<file path="config.mk">
export PLATFORM = sky130hd
export DESIGN_NAME = pipe_stage_buf
export DESIGN_NICKNAME = d
export VERILOG_FILES = /design/src/rtl/pipe_pkg.sv /design/src/rtl/pipe_stage_buf.sv
export SDC_FILE = /design/constraint.sdc
export NUM_CORES = 1
export LEC_CHECK = 0
export BUFFER_PORTS_ARGS = -buffer_cell sky130_fd_sc_hd__buf_4
export CORE_MARGIN = 1
export CORE_UTILIZATION = 25
export CTS_BUF_LIST = sky130_fd_sc_hd__clkbuf_2
export CTS_CLUSTER_SIZE = 14
export DETAILED_ROUTE_END_ITERATION = 12
export GPL_TIMING_DRIVEN = 0
export HOLD_SLACK_MARGIN = 0.06
export SLEW_MARGIN = 20
export SYNTH_ARGS = -nofsm -noshare
export SYNTH_HDL_FRONTEND = slang
export SYNTH_SLANG_ARGS = --single-unit
</file>
<file path="constraint.sdc">
create_clock -name clk -period 1.6 [get_ports clk]
set_clock_uncertainty 0.05 [all_clocks]
set_input_delay 0.32 -clock clk [delete_from_list [all_inputs] [get_ports clk]]
set_output_delay 0.32 -clock clk [all_outputs]
set_load 0.01 [all_outputs]
</file>
<file path="src/rtl/pipe_pkg.sv">
// pipe_pkg: types and constants shared by the pipeline stage registers.
//   DEF_EXC_W       default exception-code width
//   DEF_HANDLER_PC  default PC presented on an exception redirect
//   EXC_*           exception-code values carried in the exccode field
//   pipe_state_e    occupancy state of a stage buffer (EMPTY/ONE/TWO)
//   stage_meta_t    pc/exccode/bd bundle at the default widths
package pipe_pkg;

  localparam int          DEF_EXC_W      = 5;
  localparam logic [31:0] DEF_HANDLER_PC = 32'h0000_4180;

  localparam logic [DEF_EXC_W-1:0] EXC_INT  = 5'd0;
  localparam logic [DEF_EXC_W-1:0] EXC_ADEL = 5'd4;
  localparam logic [DEF_EXC_W-1:0] EXC_ADES = 5'd5;
  localparam logic [DEF_EXC_W-1:0] EXC_SYS  = 5'd8;
  localparam logic [DEF_EXC_W-1:0] EXC_BP   = 5'd9;
  localparam logic [DEF_EXC_W-1:0] EXC_RI   = 5'd10;
  localparam logic [DEF_EXC_W-1:0] EXC_OV   = 5'd12;

  typedef enum logic [1:0] {
    EMPTY = 2'd0,
    ONE   = 2'd1,
    TWO   = 2'd2
  } pipe_state_e;

  typedef struct packed {
    logic [31:0]          pc;
    logic [DEF_EXC_W-1:0] exccode;
    logic                 bd;
  } stage_meta_t;

endpackage

</file>
<file path="src/rtl/pipe_stage_buf.sv">
// pipe_stage_buf: pipeline boundary register with valid/ready handshake,
// flush and exception redirect.
//
// Build option: PIPE_SKID_EN
//   defined   - 2-entry skid buffer, s_ready registered (no m_ready->s_ready path)
//   undefined - single register, s_ready = m_ready || !m_valid
//
// Ports:
//   clk, reset                 clock, async active-low reset
//   s_valid/s_ready            upstream handshake
//   s_pc/s_payload/s_exccode/s_bd  upstream entry fields
//   flush                      discard all entries, outputs cleared
//   req                        discard all entries, present redirect bubble
//   m_valid/m_ready            downstream handshake
//   m_pc/m_payload/m_exccode/m_bd  downstream entry fields
//
// state | meaning
// EMPTY | no entry held, m_valid=0
// ONE   | main register holds the head entry
// TWO   | main holds head, skid holds the next entry (skid build only)
module pipe_stage_buf
  import pipe_pkg::*;
#(
  parameter int          PAYLOAD_W  = 128,
  parameter int          EXC_W      = DEF_EXC_W,
  parameter logic [31:0] HANDLER_PC = DEF_HANDLER_PC
) (
  input  logic                 clk,
  input  logic                 reset,
  input  logic                 s_valid,
  output logic                 s_ready,
  input  logic [31:0]          s_pc,
  input  logic [PAYLOAD_W-1:0] s_payload,
  input  logic [EXC_W-1:0]     s_exccode,
  input  logic                 s_bd,
  input  logic                 flush,
  input  logic                 req,
  output logic                 m_valid,
  input  logic                 m_ready,
  output logic [31:0]          m_pc,
  output logic [PAYLOAD_W-1:0] m_payload,
  output logic [EXC_W-1:0]     m_exccode,
  output logic                 m_bd
);

  typedef struct packed {
    logic [PAYLOAD_W-1:0] payload;
    logic [31:0]          pc;
    logic [EXC_W-1:0]     exccode;
    logic                 bd;
  } entry_t;

  pipe_state_e state_q, state_d;
  entry_t      main_q, main_d;
  entry_t      in_entry;
  entry_t      redir_entry;
  logic        push, pop;

  assign in_entry    = '{payload: s_payload, pc: s_pc, exccode: s_exccode, bd: s_bd};
  assign redir_entry = '{payload: '0, pc: HANDLER_PC, exccode: '0, bd: 1'b0};

  assign m_valid   = (state_q != EMPTY);
  assign m_pc      = main_q.pc;
  assign m_payload = main_q.payload;
  assign m_exccode = main_q.exccode;
  assign m_bd      = main_q.bd;

`ifdef PIPE_SKID_EN
  entry_t skid_q, skid_d;
  logic   s_ready_q, s_ready_d;

  assign s_ready = s_ready_q;
`else
  assign s_ready = m_ready || !m_valid;
`endif

  assign push = s_valid && s_ready;
  assign pop  = m_valid && m_ready;

  always_comb begin
    state_d = state_q;
    main_d  = main_q;
`ifdef PIPE_SKID_EN
    skid_d  = skid_q;
`endif
    // req and flush both drop any concurrent push; req wins over flush.
    if (req) begin
      state_d = EMPTY;
      main_d  = redir_entry;
`ifdef PIPE_SKID_EN
      skid_d  = '0;
`endif
    end else if (flush) begin
      state_d = EMPTY;
      main_d  = '0;
`ifdef PIPE_SKID_EN
      skid_d  = '0;
`endif
    end else begin
`ifdef PIPE_SKID_EN
      unique case (state_q)
        EMPTY: begin
          if (push) begin
            main_d  = in_entry;
            state_d = ONE;
          end
        end
        ONE: begin
          if (push && pop) begin
            main_d = in_entry;
          end else if (push) begin
            skid_d  = in_entry;
            state_d = TWO;
          end else if (pop) begin
            state_d = EMPTY;
          end
        end
        TWO: begin
          // s_ready is low here, so only a pop can happen.
          if (pop) begin
            main_d  = skid_q;
            state_d = ONE;
          end
        end
        default: state_d = EMPTY;
      endcase
`else
      if (push) begin
        main_d  = in_entry;
        state_d = ONE;
      end else if (pop) begin
        state_d = EMPTY;
      end
`endif
    end
  end

`ifdef PIPE_SKID_EN
  // Registered copy of (next state != TWO), so s_ready tracks state without
  // any combinational dependence on m_ready.
  assign s_ready_d = (state_d != TWO);
`endif

  always_ff @(posedge clk or negedge reset) begin
    if (!reset) begin
      state_q   <= EMPTY;
      main_q    <= '0;
`ifdef PIPE_SKID_EN
      skid_q    <= '0;
      s_ready_q <= 1'b1;
`endif
    end else begin
      state_q   <= state_d;
      main_q    <= main_d;
`ifdef PIPE_SKID_EN
      skid_q    <= skid_d;
      s_ready_q <= s_ready_d;
`endif
    end
  end

endmodule

</file>
### Word level (Yosys, flattened, before mapping)

Cells that the tools add are included.

| storage, ports and cells | value |
|---|---|
| register bits after elaboration | 168 |
| bits of input ports | 172 |
| output and inout bits | 168 |
| word-level logic and storage cells | 19 |

| cells by class | value |
|---|---|
| multiplexer cells | 7 |
| reductions and logical operators | 7 |

Operators with widths:

| cell | number |
|---|---|
| $mux W166 | 3 |
| $mux W2 | 4 |
| $reduce_bool A4 Y1 | 1 |
| $reduce_bool A3 Y1 | 1 |
| $logic_and A1 B1 Y1 | 2 |
| $reduce_bool A2 Y1 | 1 |
| $logic_not A1 Y1 | 1 |
| $logic_or A1 B1 Y1 | 1 |

### Logic depth before layout (Yosys ltp)

| depth | value |
|---|---|
| depth in word-level cells | 7 |
| depth in mapped cells | 7 |
| mapped depth without buffers | 3 |

### Least setup slack after synthesis

No wires, ideal clock.

| timing | value |
|---|---|
| kind | reg-to-reg |
| from | reg state_q[0] |
| to | reg main_q, in the netlist m_payload[100] |
| arrival time | 1.308 ns |
| data required time | 1.429 ns |
| path slack | 0.121 ns |
| cell stages (with the launch flop) | 8 |
| buffers on the path | 4 |
| path through | dfrtp_1 -> nand2b_4 -> buf_6 -> and3_1 -> buf_6 -> buf_6 -> buf_6 -> a22o_1 |

| on the way | value |
|---|---|
| cells in the longest elaborated chain, start to end | 5 |

RTL lines:

| item | line | text |
|---|---|---|
| start, declared | pipe_stage_buf.sv:53 | `pipe_state_e state_q, state_d;` |
| start signal, assigned | pipe_stage_buf.sv:153 | `state_q <= state_d;` |
| $reduce_bool A2 Y1 | pipe_stage_buf.sv:62 | `assign m_valid = (state_q != EMPTY);` |
| $logic_not A1 Y1 | pipe_stage_buf.sv:74 | `assign s_ready = m_ready \|\| !m_valid;` |
| $logic_or A1 B1 Y1 | pipe_stage_buf.sv:74 |  |
| net s_ready | pipe_stage_buf.sv:31 | `output logic s_ready,` |
| $logic_and A1 B1 Y1 | pipe_stage_buf.sv:77 | `assign push = s_valid && s_ready;` |
| $reduce_bool A3 Y1 (no line) | n/a |  |
| end signal, assigned | pipe_stage_buf.sv:154 | `main_q <= main_d;` |
| end, declared | pipe_stage_buf.sv:54 | `entry_t main_q, main_d;` |

The timed path passes the listed nets, and every way through them passes these cells.
A chain may end at the register's enable or synchronous reset.

### Worst setup path after layout

| timing | value |
|---|---|
| from | reg state_q[0] |
| to | out m_valid |

| on the way | value |
|---|---|
| cells in the longest elaborated chain, start to end | 1 |

RTL lines:

| item | line | text |
|---|---|---|
| $reduce_bool A2 Y1 | pipe_stage_buf.sv:62 |  |
| end, declared | pipe_stage_buf.sv:38 | `output logic m_valid,` |

No other way between the ends.

==> flow_metrics.env <==
export IMPL_drtAntennaViolNets=0
export IMPL_num_rows=56
export IMPL_regToRegSetupSlack_ns=-0.12
export IMPL_leakage_nw=6.75
export IMPL_synth_seq_cells=167
export IMPL_yosysMostFrequentCell="dfrtp_1"
export IMPL_cts_clk_slew_worst_paths_ns=0.24
export IMPL_min_period_ns=1.76
export IMPL_track_usage_pct=20.2
export IMPL_crit_path_start="state_q[0]"
export IMPL_wl_per_cell_um=19.0
export IMPL_drt_iter0_markers=263
export IMPL_grt_start_max_net_pins=91
export IMPL_status="finished with violations"
export IMPL_worst_pin_slew_ns=0.542
export IMPL_areaGrowthSynthToFinish_pct=122
export IMPL_synth_top_area_cell="dfrtp_1"
export IMPL_p_total_mw=8.79
export IMPL_grt_pass1_wl_um=37300
export IMPL_required_ns=1.23
export IMPL_dp_cells=1043
export IMPL_hold_path_class="in2reg"
export IMPL_syn_avg_cell_area_sq_um=15.7
export IMPL_gp_congestion=0.761
export IMPL_use_met1_pct=22.2
export IMPL_synth_edf_count=0
export IMPL_die_y_um=157
export IMPL_dr_pass1_iters=7
export IMPL_cts_buffer_depth=2
export IMPL_die_w_um=157
export IMPL_drv_slew=0
export IMPL_synth_cells_most_frequent="dfrtp_1 (167), a22o_1 (163), buf_2 (19), buf_6 (18)"
export IMPL_grt_use_met2_pct=36.3
export IMPL_nNetsFinal=1220
export IMPL_critical_path_endpoint_type="output port"
export IMPL_drcViolationCount=0
export IMPL_path_max_fanout=2
export IMPL_clk_insertion_delay_late_ns=0.67
export IMPL_yosysWarnings=0
export IMPL_synth_top_area_share_pct=69.4
export IMPL_clock_sinks=167
export IMPL_timing_fmax_mhz=568
export IMPL_cts_tree="yes"
export IMPL_startpoint_type="flip-flop"
export IMPL_port_buffer_count=339
export IMPL_cts_inserted_buffers=17
export IMPL_antenna_found_initial=1
export IMPL_setup_viol=265
export IMPL_ios=340
export IMPL_rsz0062_at_grt="yes"
export IMPL_power_density_nw_per_um2=658
export IMPL_initial_core_util_pct=25.6
export IMPL_grt_busiest_layer="met2"
export IMPL_ys_top_cells_by_area="dfrtp_1 (69%), a22o_1 (24%), buf_6 (3.4%)"
export IMPL_synthesis_instances=384
export IMPL_grt_pass1_vias=6595
export IMPL_ys_types=14
export IMPL_grt_ovfl_total=0
export IMPL_ir_drop_mv=0.376
export IMPL_setup_ws_ns=-0.161
export IMPL_maxCapViolations=0
export IMPL_ys_seq_area_share_pct=69.4
export IMPL_violations="negative setup slack"
export IMPL_endpoint="m_valid"
export IMPL_layout_drive_gt1_share_pct=51.6
export IMPL_syn_nets=556
export IMPL_arrival_ns=1.39
export IMPL_dpl_hpwl_um=13800
export IMPL_post_route_util_pct=56.7
export IMPL_syn_area_sq_um=6020
export IMPL_r2r_end="m_payload[29]"
export IMPL_synthArstFlopShare_pct=100
export IMPL_routed_wl_um=26300
export IMPL_core_area_sq_um=23500
export IMPL_slew_headroom_pct=63.9
export IMPL_r2r_cells=9
export IMPL_r2r_start="state_q[0]"
export IMPL_viasPerCell=4.57
export IMPL_hold_viol=0
export IMPL_use_met3_pct=5.07
export IMPL_setup_tns_ns=-15.56
export IMPL_finalCritPeriodShare_pct=110
export IMPL_die_area_sq_um=24700
export IMPL_cts_root_buf="clkbuf_2"
export IMPL_final_cells=1381
export IMPL_yosys_most_used_dff="dfrtp_1"
export IMPL_worstSetupPathType="reg2out"
export IMPL_hold_buffers=171
export IMPL_htreeDepth=4
export IMPL_via_count=6307
## how the worst min path moves through the flow
stage                       start  slack (ns)  depth (start not counted)             end
CTS                       m_ready       -0.02                          6      state_q[0]
floorplan                   reset       -0.03                          0            m_bd
global route              m_ready        0.04                          6      state_q[0]
global placement    m_payload[71]        0.44                          1   m_payload[71]
finish                    m_ready        0.17                          6      state_q[0]
detailed placement          reset        0.34                          1  m_payload[102]
## cells by family after synthesis
group                  synth area share (%)
AOI/OAI and AO/OA                      24.7
DFF                                    69.4
buffers and inverters                  5.07
and+or+nand+nor                       0.811
## placed cells by master (no fill, tap or decap), types with 2 or more instances in the layout
cell           instances
buf_4                268
clkbuf_4               2
a22o_1               163
buf_8                 22
clkbuf_2              17
buf_12                17
buf_6                183
buf_16                17
dfrtp_1              167
inv_1                  2
inv_8                  4
inv_6                  6
dlygate4sd3_1        171
clkinv_2               2
nand2b_1               3
a311o_1                3
a21oi_1                3
## power breakdown
group	switching (mW)	internal (mW)	total, mW
Combinational	0.663	1.24	1.90
Sequential	0.117	4.37	4.49
Clock	1.77	0.639	2.40
Total	2.55	6.25	8.79
## through the flow
| step | worst slack, ns | hold WS, ns | cell area, sq um |
|---|---|---|---|
| after CTS | -0.310 | -0.0169 | 13100 |
| after global placement | -0.861 | 0.439 | 8960 |
| after detailed placement | -0.227 | 0.336 | 9000 |
| after floorplan | 0.121 | -0.0256 | 6020 |
| after global routing | -0.337 | 0.0442 | 13400 |
| final | -0.161 | 0.175 | 13400 |
## routing by layer
metal	vias to the layer above	part of all wire, %
li1	2816	-
met1	3130	38
met2	316	52
met3	45	6.9
met4	0	3.2
met5	-	0
## cell type report
cell class,count,area [sq um]
Antenna cell,1,2.50
Buffer,31,440
Clock buffer,17,85.1
Clock inverter,15,154
Fill cell,1816,10200
Inverter,2,7.51
Multi-Input combinational cell,178,1560
Sequential cell,167,4180
Tap cell,319,399
Timing Repair Buffer,651,6530
## worst max-delay path, cell delays in order, from the launching register on
cell     delay, ns
dfrtp_1       0.47
buf_6         0.13
buf_6         0.11
## what timing repair did
item,in CTS,in global routing
resized for setup,255,22
setup buffers,64,62
gates cloned,27,1
setup endpoints to repair,317,391
endpoints found under the hold margin,334,1
pin swaps,125,43
## sequential cells by signal (all words and copies together) (netlist names)
| register | count |
|---|---|
| m_pc | 32 |
| m_bd | 1 |
| m_exccode | 5 |
| state_q | 1 |
| m_payload | 128 |
Note: power is estimated with default switching activity, not from simulation.
